--- src/rtl/crc_fifo_buffer.sv ---
// crc_fifo_buffer: NCH independent circular fingerprint FIFOs sharing one
// memory of NCH*DEPTH words. It has a registered pop port, per-channel
// full/empty status, per-channel flush, and sticky overflow/underflow flags.
module crc_fifo_buffer #(
  parameter int CW    = 32,
  parameter int NCH   = 4,
  parameter int CHW   = 2,
  parameter int DEPTH = 16,
  parameter int AW    = 4
) (
  input  logic           clk,
  input  logic           reset,
  input  logic           wr_en,
  input  logic [CHW-1:0] wr_ch,
  input  logic [CW-1:0]  wr_data,
  input  logic           rd_en,
  input  logic [CHW-1:0] rd_ch,
  output logic [CW-1:0]  rd_data,
  output logic           rd_valid,
  input  logic           flush,
  input  logic [CHW-1:0] flush_ch,
  input  logic           clr_err,
  output logic [NCH-1:0] full,
  output logic [NCH-1:0] empty,
  output logic [NCH-1:0] overflow,
  output logic [NCH-1:0] underflow
);

  localparam int          NW       = NCH * DEPTH;
  localparam logic [AW:0] FULL_CNT = (AW+1)'(DEPTH);

  // Shared storage: the address is {channel, pointer}.
  logic [CW-1:0]  mem_q [NW];

  logic [AW-1:0]  wptr_q  [NCH];
  logic [AW-1:0]  wptr_d  [NCH];
  logic [AW-1:0]  rptr_q  [NCH];
  logic [AW-1:0]  rptr_d  [NCH];
  logic [AW:0]    count_q [NCH];
  logic [AW:0]    count_d [NCH];

  logic [NCH-1:0] ovf_q, ovf_d;
  logic [NCH-1:0] unf_q, unf_d;
  logic [CW-1:0]  rd_data_q;
  logic           rd_valid_q;

  logic           wr_flushed, rd_flushed;
  logic           wr_full, rd_empty;
  logic           push_ok, pop_ok;
  logic [NCH-1:0] ovf_ev, unf_ev;

  // Decide whether this cycle's push and pop are accepted. A flush on the
  // same channel suppresses both the operation and its error flag.
  always_comb begin
    // NOTE: every combinational output gets a default before any conditional
    // assignment, so no path leaves a signal unassigned and no latch is inferred.
    ovf_ev     = '0;
    unf_ev     = '0;
    rd_flushed = flush && (flush_ch == rd_ch);
    wr_flushed = flush && (flush_ch == wr_ch);
    rd_empty   = (count_q[rd_ch] == '0);
    wr_full    = (count_q[wr_ch] == FULL_CNT);
    pop_ok     = rd_en && !rd_flushed && !rd_empty;
    // A full channel can still accept a push if it pops in the same cycle.
    push_ok    = wr_en && !wr_flushed &&
                 (!wr_full || (pop_ok && (rd_ch == wr_ch)));
    ovf_ev[wr_ch] = wr_en && !wr_flushed && !push_ok;
    // An empty channel has nothing to read; a same-cycle push is not bypassed.
    unf_ev[rd_ch] = rd_en && !rd_flushed && rd_empty;
  end

  // Per-channel pointer and occupancy next state.
  always_comb begin
    for (int c = 0; c < NCH; c++) begin
      wptr_d[c]  = wptr_q[c];
      rptr_d[c]  = rptr_q[c];
      count_d[c] = count_q[c];
      if (flush && (flush_ch == CHW'(c))) begin
        wptr_d[c]  = '0;
        rptr_d[c]  = '0;
        count_d[c] = '0;
      end else begin
        if (push_ok && (wr_ch == CHW'(c))) wptr_d[c] = wptr_q[c] + AW'(1);
        if (pop_ok  && (rd_ch == CHW'(c))) rptr_d[c] = rptr_q[c] + AW'(1);
        case ({push_ok && (wr_ch == CHW'(c)), pop_ok && (rd_ch == CHW'(c))})
          2'b10:   count_d[c] = count_q[c] + (AW+1)'(1);
          2'b01:   count_d[c] = count_q[c] - (AW+1)'(1);
          default: count_d[c] = count_q[c];
        endcase
      end
    end
  end

  // Sticky flags: a new event in the clearing cycle survives the clear.
  always_comb begin
    ovf_d = clr_err ? ovf_ev : (ovf_q | ovf_ev);
    unf_d = clr_err ? unf_ev : (unf_q | unf_ev);
  end

  // Control state and the registered read port.
  always_ff @(posedge clk or posedge reset) begin
    if (reset) begin
      for (int c = 0; c < NCH; c++) begin
        wptr_q[c]  <= '0;
        rptr_q[c]  <= '0;
        count_q[c] <= '0;
      end
      ovf_q      <= '0;
      unf_q      <= '0;
      rd_data_q  <= '0;
      rd_valid_q <= 1'b0;
    end else begin
      // NOTE: sequential state uses non-blocking assignments. All registers then
      // update together, and the read below sees the memory before this
      // edge's write.
      wptr_q     <= wptr_d;
      rptr_q     <= rptr_d;
      count_q    <= count_d;
      ovf_q      <= ovf_d;
      unf_q      <= unf_d;
      rd_valid_q <= pop_ok;
      if (pop_ok) rd_data_q <= mem_q[{rd_ch, rptr_q[rd_ch]}];
    end
  end

  // Storage write port.
  // NOTE: the memory array is deliberately not reset. The counts alone
  // decide what is valid, and leaving the array unreset lets it map onto RAM.
  always_ff @(posedge clk) begin
    if (push_ok) mem_q[{wr_ch, wptr_q[wr_ch]}] <= wr_data;
  end

  // Status decode, taken combinationally from the counts.
  always_comb begin
    for (int c = 0; c < NCH; c++) begin
      full[c]  = (count_q[c] == FULL_CNT);
      empty[c] = (count_q[c] == '0);
    end
  end

  assign rd_data   = rd_data_q;
  assign rd_valid  = rd_valid_q;
  assign overflow  = ovf_q;
  assign underflow = unf_q;

endmodule

--- config.mk ---
export PLATFORM = sky130hd
export DESIGN_NAME = crc_fifo_buffer
export DESIGN_NICKNAME = d
export VERILOG_FILES = /design/src/rtl/crc_fifo_buffer.sv
export SDC_FILE = /design/constraint.sdc
export NUM_CORES = 2
export LEC_CHECK = 0
export CAP_MARGIN = 5
export CORE_ASPECT_RATIO = 1.1
export CORE_MARGIN = 8
export CORE_UTILIZATION = 43
export DETAILED_ROUTE_END_ITERATION = 10
export MAX_ROUTING_LAYER = met4
export PLACE_DENSITY_LB_ADDON = 0.15
export SYNTH_ARGS = -nofsm -noshare
export SYNTH_HDL_FRONTEND = slang
export SYNTH_SLANG_ARGS = --single-unit
--- constraint.sdc ---
create_clock -name clk -period 11.49 [get_ports clk]
set_clock_uncertainty 0.2 [all_clocks]
set_input_delay 1.7235 -clock clk [delete_from_list [all_inputs] [get_ports clk]]
set_output_delay 1.7235 -clock clk [all_outputs]
set_load 0.01 [all_outputs]
==> impl_table.tex <==
\begin{tabular}{lr}
\hline
Metric & Value \\
\hline
\multicolumn{2}{l}{\textbf{Status}} \\
Outcome & completed \\
\multicolumn{2}{l}{\textbf{Critical path}} \\
Critical R2R Launch & count\_q[16]\$\_DFFE\_PP0P\_ \\
Crit Path Category & input pin to flop \\
CP Cell Sequence & clkdlybuf4s50\_1 -> buf\_4 -> mux4\_4 -> buf\_4 -> nor2b\_4 -> buf\_12 -> nand2\_1 -> o22ai\_1 -> nor4\_1 -> nand4\_1 -> o22a\_1 \\
Critical path's largest stage delay & approximately 0.96 ns \\
Arr. time, crit path & 6.70 ns \\
Highest fanout seen on the critical path & 112 \\
Data required time of the worst path & 12.04 ns \\
Nature of the critical path endpoint & flop \\
Minimum setup slack among reg-to-reg paths & 6.52 ns \\
Max stage delay cell, worst path & nor4\_1 \\
Reg2reg path depth & 8 \\
CP most frequent cell & buf\_4 \\
Type of element launching the critical path & input pin \\
End of the worst register-to-register path & mem\_q[31][20]\$\_DFFE\_PP\_ \\
\multicolumn{2}{l}{\textbf{Routing}} \\
Detail-routed via count per cell & 5.93 \\
Routed wire length per instance & roughly 32 um \\
Number of nets with antenna violations after routing & 0 \\
Number of DRC violations after detailed routing & 0 \\
Iteration-0 DRC Markers & 5171 \\
Count of TritonRoute iterations in the first routing pass & 6 \\
DR vias & 46.3k \\
Routed Wire Length & $\sim$250000 um \\
\multicolumn{2}{l}{\textbf{Yosys}} \\
Synth Register Bits & 2141 \\
Top area cells in the synthesized netlist & edfxtp\_1 73\%, mux2i\_1 7.5\%, mux4\_2 3.9\%, dfrtp\_1 2.8\%, nand2\_1 2.2\% \\
Most instantiated flip-flop cell in the synthesis netlist & edfxtp\_1 \\
Net count after synthesis & 4919 \\
Number of synthesis warnings & 0 \\
Top cell type's share of synthesized area & 0.730 \\
FFs w/ async S/R, synth & 0.0434 \\
Post-Synthesis Cell Area & 84200 um\^{}2 \\
EDFF count, synth & 2048 \\
Mean cell area of the mapped netlist & 17.3 um\^{}2 \\
Yosys cell types & 74 \\
Sequential share of the synthesized area & 0.758 \\
Synthesized instance count & 4858 \\
Top cell type by total area after synthesis & edfxtp\_1 \\
\multicolumn{2}{l}{\textbf{Power}} \\
Power density normalized to cell area & 213 nW/um\^{}2 \\
Static leakage & around 31 nW \\
Worst vdd ir & 0.161 mV \\
\multicolumn{2}{l}{\textbf{Placed design}} \\
HPWL reported at the end of detailed placement & approximately 140000 um \\
IO Port Bufs & 92 \\
Final weighted congestion in routability-driven placement & 0.857 \\
\multicolumn{2}{l}{\textbf{Worst hold path}} \\
Startpoint of the worst hold path & underflow[3]\$\_DFF\_PP0\_ \\
Min-Delay Path Class & flop to flop \\
Hold Path Depth & 2 \\
Worst Hold Path EP & underflow[3]\$\_DFF\_PP0\_ \\
\multicolumn{2}{l}{\textbf{Clock network}} \\
CTS clock-pin slew for the worst setup and hold paths & 0.06 ns \\
Number of gates resized after cts & 0 \\
Clock insertion delay at the later pin of the skew report & 0.86 ns \\
TritonCTS Buffers & between 200 and 250 \\
Number of clock sinks & $\sim$2.1k \\
Number of levels in the clock H-tree & 4 \\
Clock tree from TritonCTS & built \\
CTS Buffer Depth & 3 \\
Hold-fix buffer count after cts & 0 \\
Clock root buffer & clkbuf\_16 \\
Post-CTS Setup Repair Bufs & 0 \\
\multicolumn{2}{l}{\textbf{Floorplanning}} \\
Chip width & 438 um \\
Initial Util & 0.432 \\
Number of rows in the core area & 170 \\
Height of the die & roughly 480 um \\
Overall die area & 210000 um\^{}2 \\
Core ar. & approximately 200000 um\^{}2 \\
Total I/O pin count & between 90 and 100 \\
\multicolumn{2}{l}{\textbf{Layout}} \\
Leading cell type in the layout, fill and taps excluded & edfxtp\_1 \\
Net count of the finished layout & 5102 \\
Area delta synth->final & 13.8\% \\
Commonest cells after routing, fill and taps aside & 2048 x edfxtp\_1, 634 x mux2i\_1, 501 x nand2\_1 \\
Final cell utilization of the core & 0.492 \\
Layout cell share with drive strength beyond 1 & 0.144 \\
\multicolumn{2}{l}{\textbf{Global route}} \\
Remaining global-route overflow & 0 \\
Wire length of the first global-routing pass & around 350000 um \\
Number of antenna violations at the first check in global routing & 10 \\
Pin count of the biggest net entering global routing & 132 \\
Number of global-route vias before repair & 45.3k \\
Total routing resource utilization after global routing & 0.237 \\
\multicolumn{2}{l}{\textbf{Timing}} \\
Max transition margin & 0.129 \\
Period utilisation layout & 0.536 \\
Maximum clock frequency & approximately 0.16 GHz \\
Final-report setup violation count & 0 \\
Slew @ Worst Pin & about 1.3 ns \\
Setup repair after global routing missed its margin & false \\
Final sum of negative setup slack & 0 ns \\
Hold Fails Final Rpt & 0 \\
Slew Viols, Final & 0 \\
Final critical path time including I/O delays and setup & 6.15 ns \\
\multicolumn{2}{l}{\textbf{Run}} \\
Max-cap violations & 0 \\
\hline
\end{tabular}
[cell families after synthesis]
group	share of synthesized area
compound gates	0.0532
mux	0.118
simple gates	0.0487
xor+xnor	0.00343
buf+inv	0.0164
fa+ha+maj	0.00253
flops	0.758
[synthesized netlist by cell type, drive strengths merged (7+ instances only)]
cell	instances
and2	16
o2111ai	46
nor3	22
xnor2	13
mux4	147
o22ai	57
clkbuf	121
a21oi	88
mux2	22
nand4	48
and3	24
a2111oi	7
a311oi	7
mux2i	636
xor2	20
nand2b	10
nand3	120
o31ai	7
o21ai	59
a221oi	32
a31oi	39
a21o	40
a211oi	12
nor2	146
inv	23
nand2	502
ha	17
o211ai	24
or3	9
nor4	12
o311ai	22
dfrtp	93
a22oi	117
nor2b	13
edfxtp	2048
a32oi	31
buf	155
o22a	8
[stage by stage]
stage | cell area [um^2] | cells | total power [mW] | setup WS (ns) | hold slack, ns
2_1_floorplan | 84200 | 4858 | 12.0 | 5.96 | 0.295
3_3_place_gp | 88700 | 7400 | 13.5 | 4.54 | 0.320
3_5_place_dp | 88700 | 7400 | 13.5 | 4.54 | 0.322
4_1_cts | 95800 | 7805 | 20.6 | 5.47 | 0.331
5_1_grt | 95800 | 7810 | 21.1 | 5.25 | 0.342
6_report | 95800 | 7811 | 20.4 | 5.34 | 0.331
[registers in the layout, indices dropped and copies added (netlist names)]
name       count
mem_q       2048
wptr_q        16
rptr_q        16
rd_valid       1
rd_data       32
count_q       20
overflow       4
underflow      4
[cell type report]
cell class	count	area (um^2)
Tap cell	2580	3230
Sequential cell	2141	63800
Antenna cell	5	12.5
Fill cell	16300	99000
Timing Repair Buffer	239	1950
Inverter	24	92.6
Clock buffer	281	5820
Multi-Input combinational cell	2417	19600
Clock inverter	124	1340
[where the power goes]
| group | internal [mW] | total, mW | switching (mW) | leakage, nW |
|---|---|---|---|---|
| clock network | 4.11 | 7.12 | 3.01 | 3.50 |
| logic | 1.71 | 4.33 | 2.62 | 7.83 |
| registers | 8.74 | 8.99 | 0.251 | 19.6 |
| total | 14.6 | 20.4 | 5.88 | 30.9 |
[layer usage]
metal	part of all wire	vias to the layer above	wire (um)	GRT usage
met5	0	-	0	-
met4	0.030	0	7330	0.0682
met3	0.059	352	14600	0.0314
met2	0.49	1701	121000	0.386
met1	0.42	24600	104000	0.315
li1	-	19700	-	-
[worst max-delay path by stage]
| stage | startpoint | endpoint | slack [ns] |
|---|---|---|---|
| 5_1_grt | wr_ch[0] | mem_q[31][20]$_DFFE_PP_ | 5.25 |
| 4_1_cts | rd_ch[0] | rd_data[3]$_DFFE_PP0P_ | 5.47 |
| 6_report | rd_ch[0] | rd_data[15]$_DFFE_PP0P_ | 5.34 |
| 3_3_place_gp | rd_ch[0] | rd_data[3]$_DFFE_PP0P_ | 4.54 |
| 3_5_place_dp | rd_ch[0] | rd_data[3]$_DFFE_PP0P_ | 4.54 |
| 2_1_floorplan | rd_ch[1] | mem_q[14][0]$_DFFE_PP_ | 5.96 |
[critical path, delay by kind of cell]
kind                   cells  cell delay (ns)
AND/OR/NAND/NOR            4             2.17
buffers and inverters      4             1.44
multiplexers               1             0.70
AO/OA/AOI/OAI              2             0.40
No activity file was read; power rests on OpenSTA's default activity.
